## src/rtl/mux_arb_n.sv

```systemverilog
// mux_arb_n: N-channel to one registered mux with valid/ready handshake.
// MODE=0 picks the channel named by sel; MODE=1 arbitrates round-robin.
// Output is a single EMPTY/FULL register that can be reloaded every cycle.

module mux_arb_n_lane #(
  parameter int SW  = 2,
  parameter int IDX = 0
) (
  input  logic          grant_en,
  input  logic [SW-1:0] cand,
  output logic          ready
);
  assign ready = grant_en && (cand == SW'(IDX));
endmodule

module mux_arb_n #(
  parameter int WIDTH    = 16,
  parameter int CHANNELS = 4,
  parameter int MODE     = 0,
  localparam int SW      = (CHANNELS > 2) ? $clog2(CHANNELS) : 1
) (
  input  logic                      clk,
  input  logic                      reset,
  input  logic [CHANNELS*WIDTH-1:0] in_data,
  input  logic [CHANNELS-1:0]       in_valid,
  output logic [CHANNELS-1:0]       in_ready,
  input  logic [SW-1:0]             sel,
  output logic [WIDTH-1:0]          out_data,
  output logic                      out_valid,
  input  logic                      out_ready,
  output logic [SW-1:0]             out_chan,
  output logic                      err_sel
);

  typedef enum logic {EMPTY = 1'b0, FULL = 1'b1} state_t;

  state_t                             state, state_nxt;
  logic [CHANNELS-1:0][WIDTH-1:0]     lanes;
  logic [SW-1:0]                      ptr;
  logic [SW-1:0]                      cand;
  logic                               cand_ok;
  logic                               load_en;
  logic                               grant_en;
  logic                               xfer;

  assign lanes     = in_data;
  assign out_valid = (state == FULL);
  assign load_en   = !out_valid || out_ready;
  // Reset blocks any grant so nothing is accepted while it is held.
  assign grant_en  = load_en && cand_ok && !reset;
  assign xfer      = grant_en && in_valid[cand];

  // Candidate channel: external select, or first valid after the last grant.
  always_comb begin
    cand    = '0;
    cand_ok = 1'b0;
    if (MODE == 0) begin
      cand    = sel;
      cand_ok = (int'(sel) < CHANNELS);
    end else begin
      // Walk farthest-first so the nearest valid channel after ptr wins.
      for (int k = CHANNELS; k >= 1; k--) begin
        int j;
        j = int'(ptr) + k;
        if (j >= CHANNELS) j = j - CHANNELS;
        if (in_valid[SW'(j)]) begin
          cand    = SW'(j);
          cand_ok = 1'b1;
        end
      end
    end
  end

  // One-hot accept strobe, one lane instance per channel.
  for (genvar i = 0; i < CHANNELS; i++) begin : g_lane
    mux_arb_n_lane #(.SW(SW), .IDX(i)) u_lane (
      .grant_en (grant_en),
      .cand     (cand),
      .ready    (in_ready[i])
    );
  end

  // Output register state: reload whenever the slot is free or draining.
  always_comb begin
    state_nxt = state;
    if (load_en) state_nxt = xfer ? FULL : EMPTY;
  end

  // State register.
  always_ff @(posedge clk) begin
    if (reset) state <= EMPTY;
    else       state <= state_nxt;
  end

  // Captured word and its source channel; held when nothing is transferred.
  always_ff @(posedge clk) begin
    if (reset) begin
      out_data <= '0;
      out_chan <= '0;
    end else if (xfer) begin
      out_data <= lanes[cand];
      out_chan <= cand;
    end
  end

  // Round-robin pointer; reset value makes channel 0 the first grant.
  always_ff @(posedge clk) begin
    if (reset)                   ptr <= SW'(CHANNELS - 1);
    else if (xfer && MODE == 1)  ptr <= cand;
  end

  // Sticky out-of-range select flag, only meaningful with external select.
  always_ff @(posedge clk) begin
    if (reset)                                  err_sel <= 1'b0;
    else if (MODE == 0 && load_en && !cand_ok)  err_sel <= 1'b1;
  end

endmodule

```

## config.mk

```make
export PLATFORM = sky130hd
export DESIGN_NAME = mux_arb_n
export DESIGN_NICKNAME = d
export VERILOG_FILES = /design/src/rtl/mux_arb_n.sv
export SDC_FILE = /design/constraint.sdc
export NUM_CORES = 1
export LEC_CHECK = 0
export CORE_AREA = 2 2 58 73
export CTS_CLUSTER_SIZE = 28
export DETAILED_ROUTE_END_ITERATION = 16
export DIE_AREA = 0 0 60 75
export PLACE_DENSITY_LB_ADDON = 0.25
export SYNTH_ARGS = -nofsm -noshare
export SYNTH_HDL_FRONTEND = slang
export SYNTH_HIERARCHICAL = 1
export SYNTH_SLANG_ARGS = --single-unit
```

## constraint.sdc

```tcl
create_clock -name clk -period 3.2 [get_ports clk]
set_input_delay 0.64 -clock clk [delete_from_list [all_inputs] [get_ports clk]]
set_output_delay 0.64 -clock clk [all_outputs]
set_load 0.02 [all_outputs]
```

==> results of run 1 <==
-- layout make-up --
class	count	area, um2
multi-input cells	81	872
inverters	20	75.1
clock buffers	4	45.0
well taps	54	67.6
repair buffers	101	996
fillers	308	1350
flip-flops and latches	19	380
-- kinds of logic (layout without fill, tap and decap cells) --
family	after synthesis	count (layout)
buffers and inverters	38	125
AOI/OAI and AO/OA	37	37
and+or+nand+nor	24	24
muxes	19	19
DFF	19	19
other	1	1
-- per-layer routing --
layer  GRT usage  up-vias  share of wire
met2       0.320       61           0.54
met3      0.0258        9          0.054
li1            -      695              -
met1       0.236      696           0.39
met4      0.0568        0          0.018
met5           0        -              0
-- power by group --
| group | leakage (uW) | internal [uW] | switching, uW |
|---|---|---|---|
| Sequential | 0.000156 | 254 | 8.80 |
| Clock | 0.0000228 | 88.4 | 75.1 |
| Combinational | 0.000650 | 173 | 118 |
| Total | 0.000829 | 515 | 202 |
-- stage by stage --
step / hold WS [ps] / utilization / setup WS, ps / cell area [um2]
5_1_grt: 581 / 0.644 / 224 / 2440
3_3_place_gp: 523 / 0.632 / 345 / 2390
3_5_place_dp: 528 / 0.632 / 310 / 2390
2_1_floorplan: 609 / - / 1040 / 1440
6_report: 538 / 0.644 / 308 / 2440
4_1_cts: 540 / 0.644 / 288 / 2440
-- cells in the mapped netlist (all sizes together) --
master and number:
clkinv 1, nor2b 1, nand4 16, and3b 2, nand3 1, a31oi 1, nor3b 1, buf 10
and2 1, o2bb2ai 1, a31o 17, nand2b 1, a211oi 1, dfxtp 19, clkbuf 8, mux4 17
and3 1, mux2 2, conb 1, a21oi 17, inv 19
-- sequential cells by signal, summed over array words and instances (netlist names) --
register,flops
out_chan,2
out_data,16
out_valid,1
-- path summary, 6_finish.rpt --
path | from | end | slack (ps) | cells after the start
min | out_data[9] | out_data[9] | 540 | 3
max | out_ready | in_ready[0] | 310 | 5
max reg2reg | out_valid | out_chan[0] | 2030 | 4
min reg2reg | out_data[9] | out_data[9] | 540 | 3
-- cells in the final DEF, fill, tap and decap left out --
master           netlist  final
conb_1                 1      1
inv_2                  1      1
a211oi_2               1      1
a31o_1                17     17
dfxtp_1               19     19
clkinv_1               1      1
and3b_1                2      2
and3_1                 1      1
mux2_1                 2      2
clkbuf_8               0      3
mux4_2                17     17
clkdlybuf4s50_1        0     95
a31oi_1                1      1
nand4_1               16     16
o2bb2ai_1              1      1
buf_4                  2      6
nor3b_2                1      1
a21oi_1                6      6
a21oi_2               11     11
nand2b_1               1      1
nor2b_1                1      1
clkbuf_1               8      1
and2_1                 1      1
inv_1                 18     18
nand3_1                1      1
-- tightest hold or removal path, cell delays in order, from the launching register on --
cell and delay, ps:
dfxtp_1 310, inv_1 50, a31o_1 80, a21oi_1 50
==> impl_metrics.yaml, run 1 <==
route:
  post-route-drc-count: 0
  dr.pass1.iters: 4
  wl_um: 4260
  wl_per_cell_um: 15.3
  antenna_left: 0
  via_count: 1461
  viasPerCell: 5.24
  initialDrtViolationCount: 33
sta:
  finalCriticalPeriod_ps: 2890
  period_share: 0.904
  fmax_mhz: 346
  worstMarginPinSlew_ps: 637
  fin_setup_tns_ps: 0
  hold_viol: 0
  setup_viol: 0
  rsz0062_at_grt: "no"
  slew_viol_final: 0
  fin_worst_skew_ps: 4.44
  relSlewSlack: 0.576
die:
  die_h_um: 75
  rows: 25
  boundaryPins: 97
  die_area_um2: 4500
  core_area_um2: 3780
  fp.dieW_um: 60
  initial_core_util: 0.380
worst_hold_path:
  hold_class: "register to register"
final_layout:
  insertedDiodeCount: 0
  nets: 299
  syn_to_final_growth_pct: 69.6
  drive_above_1_share: 0.178
  final_cells: 279
logic_synthesis:
  synth_area_leader_cell: "mux4_2"
  synthAdderAreaFrac: 0
  synth_cells: 138
  synth_compound_area_frac: 0.211
  ys_types: 26
  synth_top_family_by_area: "multiplexers"
  postSynthAreaPerCell_um2: 10.4
  synth_top_area_frac: 0.267
  yosys_warnings: 6
  synthTopCellsByArea: "mux4_2 (27%), dfxtp_1 (26%), a31o_1 (10%)"
  yosysSeqAreaShare: 0.265
  synth_xor_xnor_area_share: 0
  ys_ff_latch: 19
  muxShareOfSynthArea: 0.282
  synth_area_um2: 1440
  synth_fp_nets: 211
  yosys.area_share.simple: 0.111
clocking:
  cts_tree: "done"
  cts_buffers: 3
  cts_resized: 0
  clk_pin_slew_ps: 70
  htree_levels: 1
  root_buffer: "clkbuf_8"
  cts_setup_buffers: 0
  clock_latency_ps: 250
  clock-sinks: 19
  cts.hold.buffers_added: 0
  clockBufferDepth: 2
run:
  cap_violations: 0
power:
  ir_drop_mv: 0.162
  power_density_nw_per_um2: 294
  power_uw: 717
  leakagePower_uw: 0.000829
global_routing:
  antenna_found_initial: 0
  grt_pass1_wl_um: 6380
  grt_max_degree: 37
  first_global_vias: 1399
  track_usage: 0.185
  gr-total-overflow: 0
setup_path:
  cpPeakStageDelay_ps: 630
  crit_top_cell: "clkdlybuf4s50_1"
  critPathBufInv: 2
  crit_chain: "clkdlybuf4s50_1 > nand2b_1 > and2_1 > nor3b_2 > clkdlybuf4s50_1"
  arrival_ps: 2250
  required_ps: 2560
  critPathMaxFanout: 5
  cp-end-kind: "output pin"
  critPathSlowestCell: "clkdlybuf4s50_1"
  crit_family: "buffers and inverters"
  path_class: "input port to output pin"
  start_kind: "input port"
placed_design:
  gp_congestion: 0.765
  post-place-cells: 275
  dp_hpwl_um: 3400
  portBuffers: 95
outcome:
  status: "finished clean"
(Power assumes the default switching activity.)
==> run 2: changes to the inputs <==
--- a/config.mk
+++ b/config.mk
@@ -5,10 +5,11 @@
 export SDC_FILE = /design/constraint.sdc
 export NUM_CORES = 1
 export LEC_CHECK = 0
-export CORE_AREA = 2 2 58 73
+export CORE_AREA = 2 2 63 80
+export CTS_CLUSTER_DIAMETER = 40
 export CTS_CLUSTER_SIZE = 28
 export DETAILED_ROUTE_END_ITERATION = 16
-export DIE_AREA = 0 0 60 75
+export DIE_AREA = 0 0 65 82
 export PLACE_DENSITY_LB_ADDON = 0.25
 export SYNTH_ARGS = -nofsm -noshare
 export SYNTH_HDL_FRONTEND = slang
==> constraint.sdc (replaced) <==
create_clock -name clk -period 2.45 [get_ports clk]
set_input_delay 0.49 -clock clk [delete_from_list [all_inputs] [get_ports clk]]
set_output_delay 0.49 -clock clk [all_outputs]
set_load 0.02 [all_outputs]
==> run 2 against run 1 <==
Clock skew decreased by 3.4 ps. Sequential share of layout area decreased by 0.15 points. Die area increased by 18%. Critical path type unchanged. Global-route usage decreased by 2.0 points. Non-clock buffer count increased by 1. Sequential cell count unchanged. First-iteration DRC count increased to 3.9 times the previous value. Critical endpoint unchanged. Total power increased by 32%.
==> impl_metrics.yaml, run 2 (synthesized netlist as in run 1, its figures left out) <==
outcome:
  status: "finished clean"
power:
  p_comb_frac: 0.404
  power_frac_clock: 0.235
  power_density_nw_per_um2: 386
  leakagePower_uw: 0.000857
  switchingPower_uw: 274
  seq_power_share: 0.361
  ir_drop_mv: 0.193
  switching_share: 0.289
  p_int_uw: 675
worst_hold_path:
  hold_class: "register to register"
final_layout:
  regMostFlops: "out_data"
  multiInputGateArea_um2: 872
  fillers: 440
  final_common_cell: "clkdlybuf4s50_1"
  final_cell_mix: "clkdlybuf4s50_1 (91), dfxtp_1 (19), inv_1 (18)"
  nets: 300
  seqCellArea_um2: 380
  insertedDiodeCount: 0
  drive_above_1_share: 0.186
  syn_to_final_growth_pct: 71.3
  post-route-util: 0.536
  largest_reg_flops: 16
setup_path:
  required_ps: 1960
  arrival_ps: 1810
  crit_chain: "clkdlybuf4s50_1 > nand2b_1 > and2_1 > nor3b_2 > dlygate4sd2_1"
  critPathBufInv: 2
  critPathSlowestCell: "clkdlybuf4s50_1"
  critPathMaxFanout: 5
  start_kind: "input port"
  crit_family: "buffers and inverters"
  cpPeakStageDelay_ps: 450
  cp-end-kind: "output pin"
  path_class: "input port to output pin"
die:
  fp.dieW_um: 65
  die_h_um: 82
  initial_core_util: 0.313
  rows: 28
  die_area_um2: 5330
  core_area_um2: 4590
  boundaryPins: 97
clocking:
  clk_pin_slew_ps: 70
  cts_buffers: 3
  clock-sinks: 19
  cts_setup_buffers: 0
  cts_tree: "done"
  cts.hold.buffers_added: 0
  cts_resized: 4
  clock_latency_ps: 260
  clockBufferDepth: 2
  htree_levels: 1
  root_buffer: "clkbuf_8"
route:
  initialDrtViolationCount: 129
  dr.pass1.iters: 4
  post-route-drc-count: 0
  wl_um: 4260
  viasPerCell: 5.01
  via_count: 1433
  wl_per_cell_um: 14.9
  antenna_left: 0
sta:
  finalCriticalPeriod_ps: 2300
  hold_ws_ps: 531
  fmax_mhz: 434
  rsz0062_at_grt: "no"
  setup_viol: 0
  hold_viol: 0
  period_share: 0.941
  fin_setup_tns_ps: 0
  fin_worst_skew_ps: 1.06
  slew_viol_final: 0
global_routing:
  grt_max_degree: 37
  grt_pass1_wl_um: 6800
  track_usage: 0.164
  antenna_found_initial: 0
  gr-total-overflow: 0
  first_global_vias: 1462
placed_design:
  dp_hpwl_um: 3370
  portBuffers: 95
  gp_congestion: 0.835
run:
  cap_violations: 0
run 2: worst reg2reg max path: stages (launching register included):
cell and delay [ps]:
dfxtp_1 320, nand2b_1 90, buf_4 350, nand4_1 210, a21oi_2 150
run 2: cell type report:
cell class                 instances  share of cell area
sequential                        19               0.155
tap                               60              0.0305
multi-input combinational         81               0.355
timing repair buffer             102               0.411
inverter                          20              0.0305
clock inverter                     1             0.00203
clock buffer                       3              0.0168
run 2: power by group through the flow:
stage / Clock, uW / Combinational, uW / Sequential (uW)
after floorplan: 0 / 173 / 376
after CTS: 230 / 386 / 343
final: 223 / 383 / 343
after global placement: 0 / 384 / 349
after detailed placement: 0 / 387 / 350
after global routing: 246 / 412 / 345
run 2: worst paths after layout:
path | startpoint | endpoint | slack (ps) | cells after the start
max | out_ready | in_ready[0] | 150 | 5
min | out_data[8] | out_data[8] | 530 | 3
max reg2reg | out_valid | out_data[7] | 1280 | 4
min reg2reg | out_data[8] | out_data[8] | 530 | 3
run 2: through the flow:
step	total power (uW)	cells	area, um2	setup slack, ps
global placement	733	282	2420	-119
CTS	959	286	2460	128
floorplan	550	138	1440	592
finish	949	286	2460	145
detailed placement	737	282	2420	-134
global route	1000	286	2460	49.7
run 2: metal layers:
metal,share of wire,track usage,vias up
li1,-,-,701
met1,0.41,0.202,678
met2,0.53,0.287,45
met3,0.038,0.0219,9
met4,0.023,0.0723,0
met5,0,0,-
==> run 3: changes to the inputs <==
--- a/config.mk
+++ b/config.mk
@@ -10,6 +10,7 @@
 export CTS_CLUSTER_SIZE = 28
 export DETAILED_ROUTE_END_ITERATION = 16
 export DIE_AREA = 0 0 65 82
+export HOLD_SLACK_MARGIN = 0.15
 export PLACE_DENSITY_LB_ADDON = 0.25
 export SYNTH_ARGS = -nofsm -noshare
 export SYNTH_HDL_FRONTEND = slang
==> results of run 3 <==
Final layout, timing and power as in run 2 (identical DEF).
